[src/rtl/fetch_pkg.sv]
// Shared types and constants for the instruction fetch stage.
package fetch_pkg;

    localparam int unsigned INST_WIDTH             = 32;
    localparam int unsigned INST_MEM_WIDTH_DEFAULT = 14;
    localparam int unsigned PERF_COUNT_WIDTH       = 32;

    localparam logic [INST_WIDTH-1:0] HALT_WORD_DEFAULT = 32'hFFFF_FFFF;

    typedef enum logic [1:0] {
        BOOT,
        RUN,
        HALTED
    } fetch_state_t;

    // True when a delivered instruction word is the halt encoding.
    function automatic logic is_halt_word(input logic [INST_WIDTH-1:0] word,
                                          input logic [INST_WIDTH-1:0] halt_word);
        return word == halt_word;
    endfunction

endpackage

[src/rtl/fetch_perf_counter.sv]
// Delivered-instruction and bubble counters for the fetch stage.
// Only instantiated when FETCH_PERF_COUNT_EN is defined.
module fetch_perf_counter
    import fetch_pkg::*;
(
    input  logic                        CLK,
    input  logic                        reset,
    input  logic                        inc_fetch,
    input  logic                        inc_bubble,
    output logic [PERF_COUNT_WIDTH-1:0] fetch_count,
    output logic [PERF_COUNT_WIDTH-1:0] bubble_count
);

    // Free-running wrap-around counters, cleared only by reset.
    always_ff @(posedge CLK) begin
        if (reset) begin
            fetch_count  <= '0;
            bubble_count <= '0;
        end else begin
            if (inc_fetch) begin
                fetch_count <= fetch_count + PERF_COUNT_WIDTH'(1);
            end
            if (inc_bubble) begin
                bubble_count <= bubble_count + PERF_COUNT_WIDTH'(1);
            end
        end
    end

endmodule

[src/rtl/instruction_fetch.sv]
// Front pipeline stage: owns the PC, drives the sync-read instruction BRAM, handles
// stall/redirect/halt/restart. Define FETCH_PERF_COUNT_EN to enable the perf counters.
module instruction_fetch
    import fetch_pkg::*;
#(
    parameter int unsigned                  INST_MEM_WIDTH = INST_MEM_WIDTH_DEFAULT,
    parameter logic [INST_MEM_WIDTH-1:0]    RESET_PC       = '0,
    parameter logic [INST_WIDTH-1:0]        HALT_WORD      = HALT_WORD_DEFAULT
) (
    input  logic                        CLK,
    input  logic                        reset,
    input  logic                        stall,
    input  logic                        redirect,
    input  logic [INST_MEM_WIDTH-1:0]   redirect_pc,
    input  logic                        restart,
    output logic [INST_MEM_WIDTH-1:0]   imem_addr,
    output logic                        imem_en,
    input  logic [INST_WIDTH-1:0]       imem_rdata,
    output logic [INST_WIDTH-1:0]       inst,
    output logic                        inst_valid,
    output logic [INST_MEM_WIDTH-1:0]   pc,
    output logic [INST_MEM_WIDTH-1:0]   pc1,
    output logic                        halted,
    output logic [PERF_COUNT_WIDTH-1:0] fetch_count,
    output logic [PERF_COUNT_WIDTH-1:0] bubble_count
);

    localparam int unsigned W = INST_MEM_WIDTH;

    fetch_state_t state_q, state_d;
    logic [W-1:0] fetch_pc_q, fetch_pc_d;
    logic [W-1:0] rsp_pc_q, rsp_pc_d;
    logic         rsp_valid_q, rsp_valid_d;
    logic         halt_hit;

    assign halt_hit = rsp_valid_q && is_halt_word(imem_rdata, HALT_WORD) && !stall;

    always_ff @(posedge CLK) begin
        if (reset) begin
            state_q     <= BOOT;
            fetch_pc_q  <= RESET_PC;
            rsp_pc_q    <= '0;
            rsp_valid_q <= 1'b0;
        end else begin
            state_q     <= state_d;
            fetch_pc_q  <= fetch_pc_d;
            rsp_pc_q    <= rsp_pc_d;
            rsp_valid_q <= rsp_valid_d;
        end
    end

    // Next-state and BRAM enable; in RUN the priority is redirect > halt > stall > advance.
    always_comb begin
        state_d     = state_q;
        fetch_pc_d  = fetch_pc_q;
        rsp_pc_d    = rsp_pc_q;
        rsp_valid_d = rsp_valid_q;
        imem_en     = 1'b0;

        unique case (state_q)
            BOOT: begin
                imem_en     = 1'b1;
                rsp_pc_d    = fetch_pc_q;
                fetch_pc_d  = fetch_pc_q + W'(1);
                rsp_valid_d = 1'b1;
                state_d     = RUN;
            end
            RUN: begin
                if (redirect) begin
                    // The read issued this cycle is on the wrong path and is dropped.
                    imem_en     = 1'b1;
                    fetch_pc_d  = redirect_pc;
                    rsp_valid_d = 1'b0;
                end else if (halt_hit) begin
                    rsp_valid_d = 1'b0;
                    state_d     = HALTED;
                end else if (stall) begin
                    imem_en = 1'b0;
                end else begin
                    imem_en     = 1'b1;
                    rsp_pc_d    = fetch_pc_q;
                    fetch_pc_d  = fetch_pc_q + W'(1);
                    rsp_valid_d = 1'b1;
                end
            end
            HALTED: begin
                rsp_valid_d = 1'b0;
                if (restart) begin
                    fetch_pc_d = RESET_PC;
                    state_d    = BOOT;
                end
            end
            default: begin
                state_d     = BOOT;
                rsp_valid_d = 1'b0;
            end
        endcase
    end

    assign imem_addr  = fetch_pc_q;
    assign inst       = imem_rdata;
    assign inst_valid = rsp_valid_q;
    assign pc         = rsp_pc_q;
    assign pc1        = rsp_pc_q + W'(1);
    assign halted     = (state_q == HALTED);

`ifdef FETCH_PERF_COUNT_EN
    fetch_perf_counter u_perf (
        .CLK          (CLK),
        .reset        (reset),
        .inc_fetch    (rsp_valid_q && !stall),
        .inc_bubble   (!rsp_valid_q && (state_q != HALTED)),
        .fetch_count  (fetch_count),
        .bubble_count (bubble_count)
    );
`else
    assign fetch_count  = '0;
    assign bubble_count = '0;
`endif

endmodule

[config.mk]
export PLATFORM = sky130hd
export DESIGN_NAME = instruction_fetch
export DESIGN_NICKNAME = d
export VERILOG_FILES = /design/src/rtl/fetch_pkg.sv /design/src/rtl/fetch_perf_counter.sv /design/src/rtl/instruction_fetch.sv
export SDC_FILE = /design/constraint.sdc
export NUM_CORES = 1
export LEC_CHECK = 0
export BUFFER_PORTS_ARGS = -buffer_cell sky130_fd_sc_hd__buf_2
export CAP_MARGIN = 20
export CORE_ASPECT_RATIO = 0.8
export CORE_UTILIZATION = 43
export CTS_CLUSTER_DIAMETER = 80
export DETAILED_ROUTE_END_ITERATION = 6
export GPL_ROUTABILITY_DRIVEN = 0
export PLACE_DENSITY_LB_ADDON = 0.2
export SLEW_MARGIN = 25
export SYNTH_ARGS = -nofsm -noshare
export SYNTH_HDL_FRONTEND = slang
export SYNTH_SLANG_ARGS = --single-unit
[constraint.sdc]
create_clock -name CLK -period 2 [get_ports CLK]
set_input_delay 0.3 -clock CLK [delete_from_list [all_inputs] [get_ports CLK]]
set_output_delay 0.3 -clock CLK [all_outputs]
set_load 0.02 [all_outputs]
==> impl_metrics.yaml <==
synthesis:
  netlist_instances: 354
  avgSynthCellArea_um2: 7.96
  async_flop_share_pct: 0
  synth_cell_types: 43
  syn-cell-area_mm2: 0.00282
  yosysTopAreaCell: "buf_4"
  yosys_warnings: 0
  yosysTopAreaCellShare_pct: 25.6
  synthFlopType: "dfxtp_1"
  synth-edff-count: 0
  synth.top_cells.by_area: "buf_4 26%, dfxtp_1 22%, nand2_1 5.2%, mux2i_1 4.3%, nand4_1 3.6%"
  ys_ff_latch: 31
  yosysSeqAreaShare_pct: 22.0
clocking:
  clk_latency_ps: 280
  cts_tree: "built"
  clockBufferDepth: 2
  h-tree-depth: 2
  cts_root_buf: "clkbuf_8"
  numClockSinks: 31
  cts_buffers: 5
  clk_pin_slew_ps: 70
timing:
  setup_viol: 0
  finalSetupTns_ps: 0
  hold_violations: 0
  hold_ws_ps: 404
  fmax_ghz: 0.514
  period_minus_slack_ps: 1950
  skew_ps: 6.20
  slew_violations: 0
  rsz0062_at_grt: "true"
  finalCritPeriodShare_pct: 97.3
  setup_ws_ps: 55.0
power:
  p_per_area_mw_per_mm2: 759
  ir_drop_v: 0.000296
  p_leak_uw: 0.00169
critical_path:
  critPathLaunchType: "register"
  reg2reg_slack_ps: 90
  path_class: "register to primary output"
  worstPathRequired_ps: 1700
  cp_max_fo: 5
  worstSetupEndpointType: "primary output"
  crit_arrival_ps: 1650
  reg2reg_depth: 8
global_route:
  grt_first_pass_wirelength_um: 10800
  grt_pass1_vias: 2287
  grt_use_total_pct: 20.3
  grt_overflow: 0
  antenna_found_initial: 0
  grt_start_max_net_pins: 13
final_layout:
  final_util_pct: 54.8
  syn_to_final_growth_pct: 18.7
  final_common_cell: "buf_2"
  nNetsFinal: 523
  drive_above_1_share_pct: 40.5
  mostFrequentLayoutCells: "126 x buf_2, 64 x conb_1, 38 x nand2_1"
  fin_cells: 548
  antenna_cells: 0
floorplan:
  core_mm2: 0.00610
  io-pin-count: 192
  dieArea_mm2: 0.00688
  die_w_um: 92.5
  start_util_pct: 46.2
  die_h_um: 74.4
  rows: 25
place:
  io_buffers: 127
  pre_cts_ws_ps: 40.3
  dp.cells: 538
  dp_hpwl_um: 5800
route:
  wire_per_inst_um: 13.0
  vias: 2604
  drtAntennaViolNets: 0
  viasPerCell: 4.75
  first_iter_violations: 180
  drc: 0
  routed_wl_um: 7140
  dr.pass1.iters: 4
outcome:
  run_status: "finished, final reports clean"
run:
  max-cap-violations: 0
worst_hold_path:
  hold_path_class: "primary input to register"
  hold_path_depth: 2
state kept, by name, indices dropped and copies added (netlist names):
name        cells
imem_addr      14
pc             14
state_q         2
inst_valid      1
report_power, final:
part / total (uW) / leakage, uW / internal [uW] / switching (uW)
Combinational: 1250 / 0.00139 / 494 / 757
Sequential: 788 / 0.000255 / 694 / 94.2
Clock: 500 / 0.0000470 / 270 / 230
critical path: stages (launching register included):
cell	delay [ps]
dfxtp_4	370
and3_4	190
and3_4	190
and2_4	180
nand4_1	110
xnor2_1	170
buf_4	160
through the flow:
stage	total power, uW	instance area [um^2]
finish	2540	3340
global route	2690	3340
CTS	2500	3280
detailed placement	2000	3190
global placement	1990	3190
floorplan	1720	3050
Yosys cell counts, drive strengths merged, types with 7 or more instances:
| cell | number |
|---|---|
| a21oi | 12 |
| dfxtp | 31 |
| xnor2 | 8 |
| xor2 | 10 |
| nand3 | 14 |
| clkbuf | 7 |
| mux2 | 7 |
| buf | 102 |
| nand2 | 39 |
| nor2b | 10 |
| nor2 | 7 |
| mux2i | 12 |
| nand4 | 16 |
| o21ai | 13 |
per-layer routing:
metal,vias to the layer above,share of wire (%),global-route usage [%]
li1,1290,-,-
met1,1184,44,25.0
met2,126,48,35.6
met3,4,7.0,4.19
met4,0,0.62,6.94
met5,-,0,0
what timing repair did:
item | CTS | global route
hold buffers | 0 | 0
pin swaps | 0 | 2
endpoints found under the setup margin | 5 | 19
gates resized for setup | 4 | 14
setup buffers | 0 | 3
cells by family after synthesis:
group | share of synthesized area (%)
AND/OR/NAND/NOR | 21.7
other | 0.133
adder cells (fa/ha/maj) | 2.22
flip-flops | 22.0
AO/OA/AOI/OAI | 12.7
buffers and inverters | 28.6
XOR/XNOR | 5.59
multiplexers | 7.06
area by class of cell:
| class | count | area [um^2] |
|---|---|---|
| clock inverter | 1 | 5.00 |
| sequential | 31 | 629 |
| clock buffer | 6 | 82.6 |
| tap | 81 | 101 |
| inverter | 6 | 22.5 |
| fill | 617 | 2760 |
| multi-input combinational | 271 | 1660 |
| timing repair buffer | 152 | 842 |
worst paths after layout:
path,startpoint,to
worst max-delay path,pc[3]$_SDFFE_PP0P_,pc1[13]
worst min-delay path,reset,inst_valid$_SDFFE_PP0P_
worst max register to register,state_q[0]$_SDFFE_PP0P_,imem_addr[2]$_SDFFE_PP0P_
worst min register to register,pc[13]$_SDFFE_PP0P_,pc[13]$_SDFFE_PP0P_
Power figures use the tool's default switching activity.
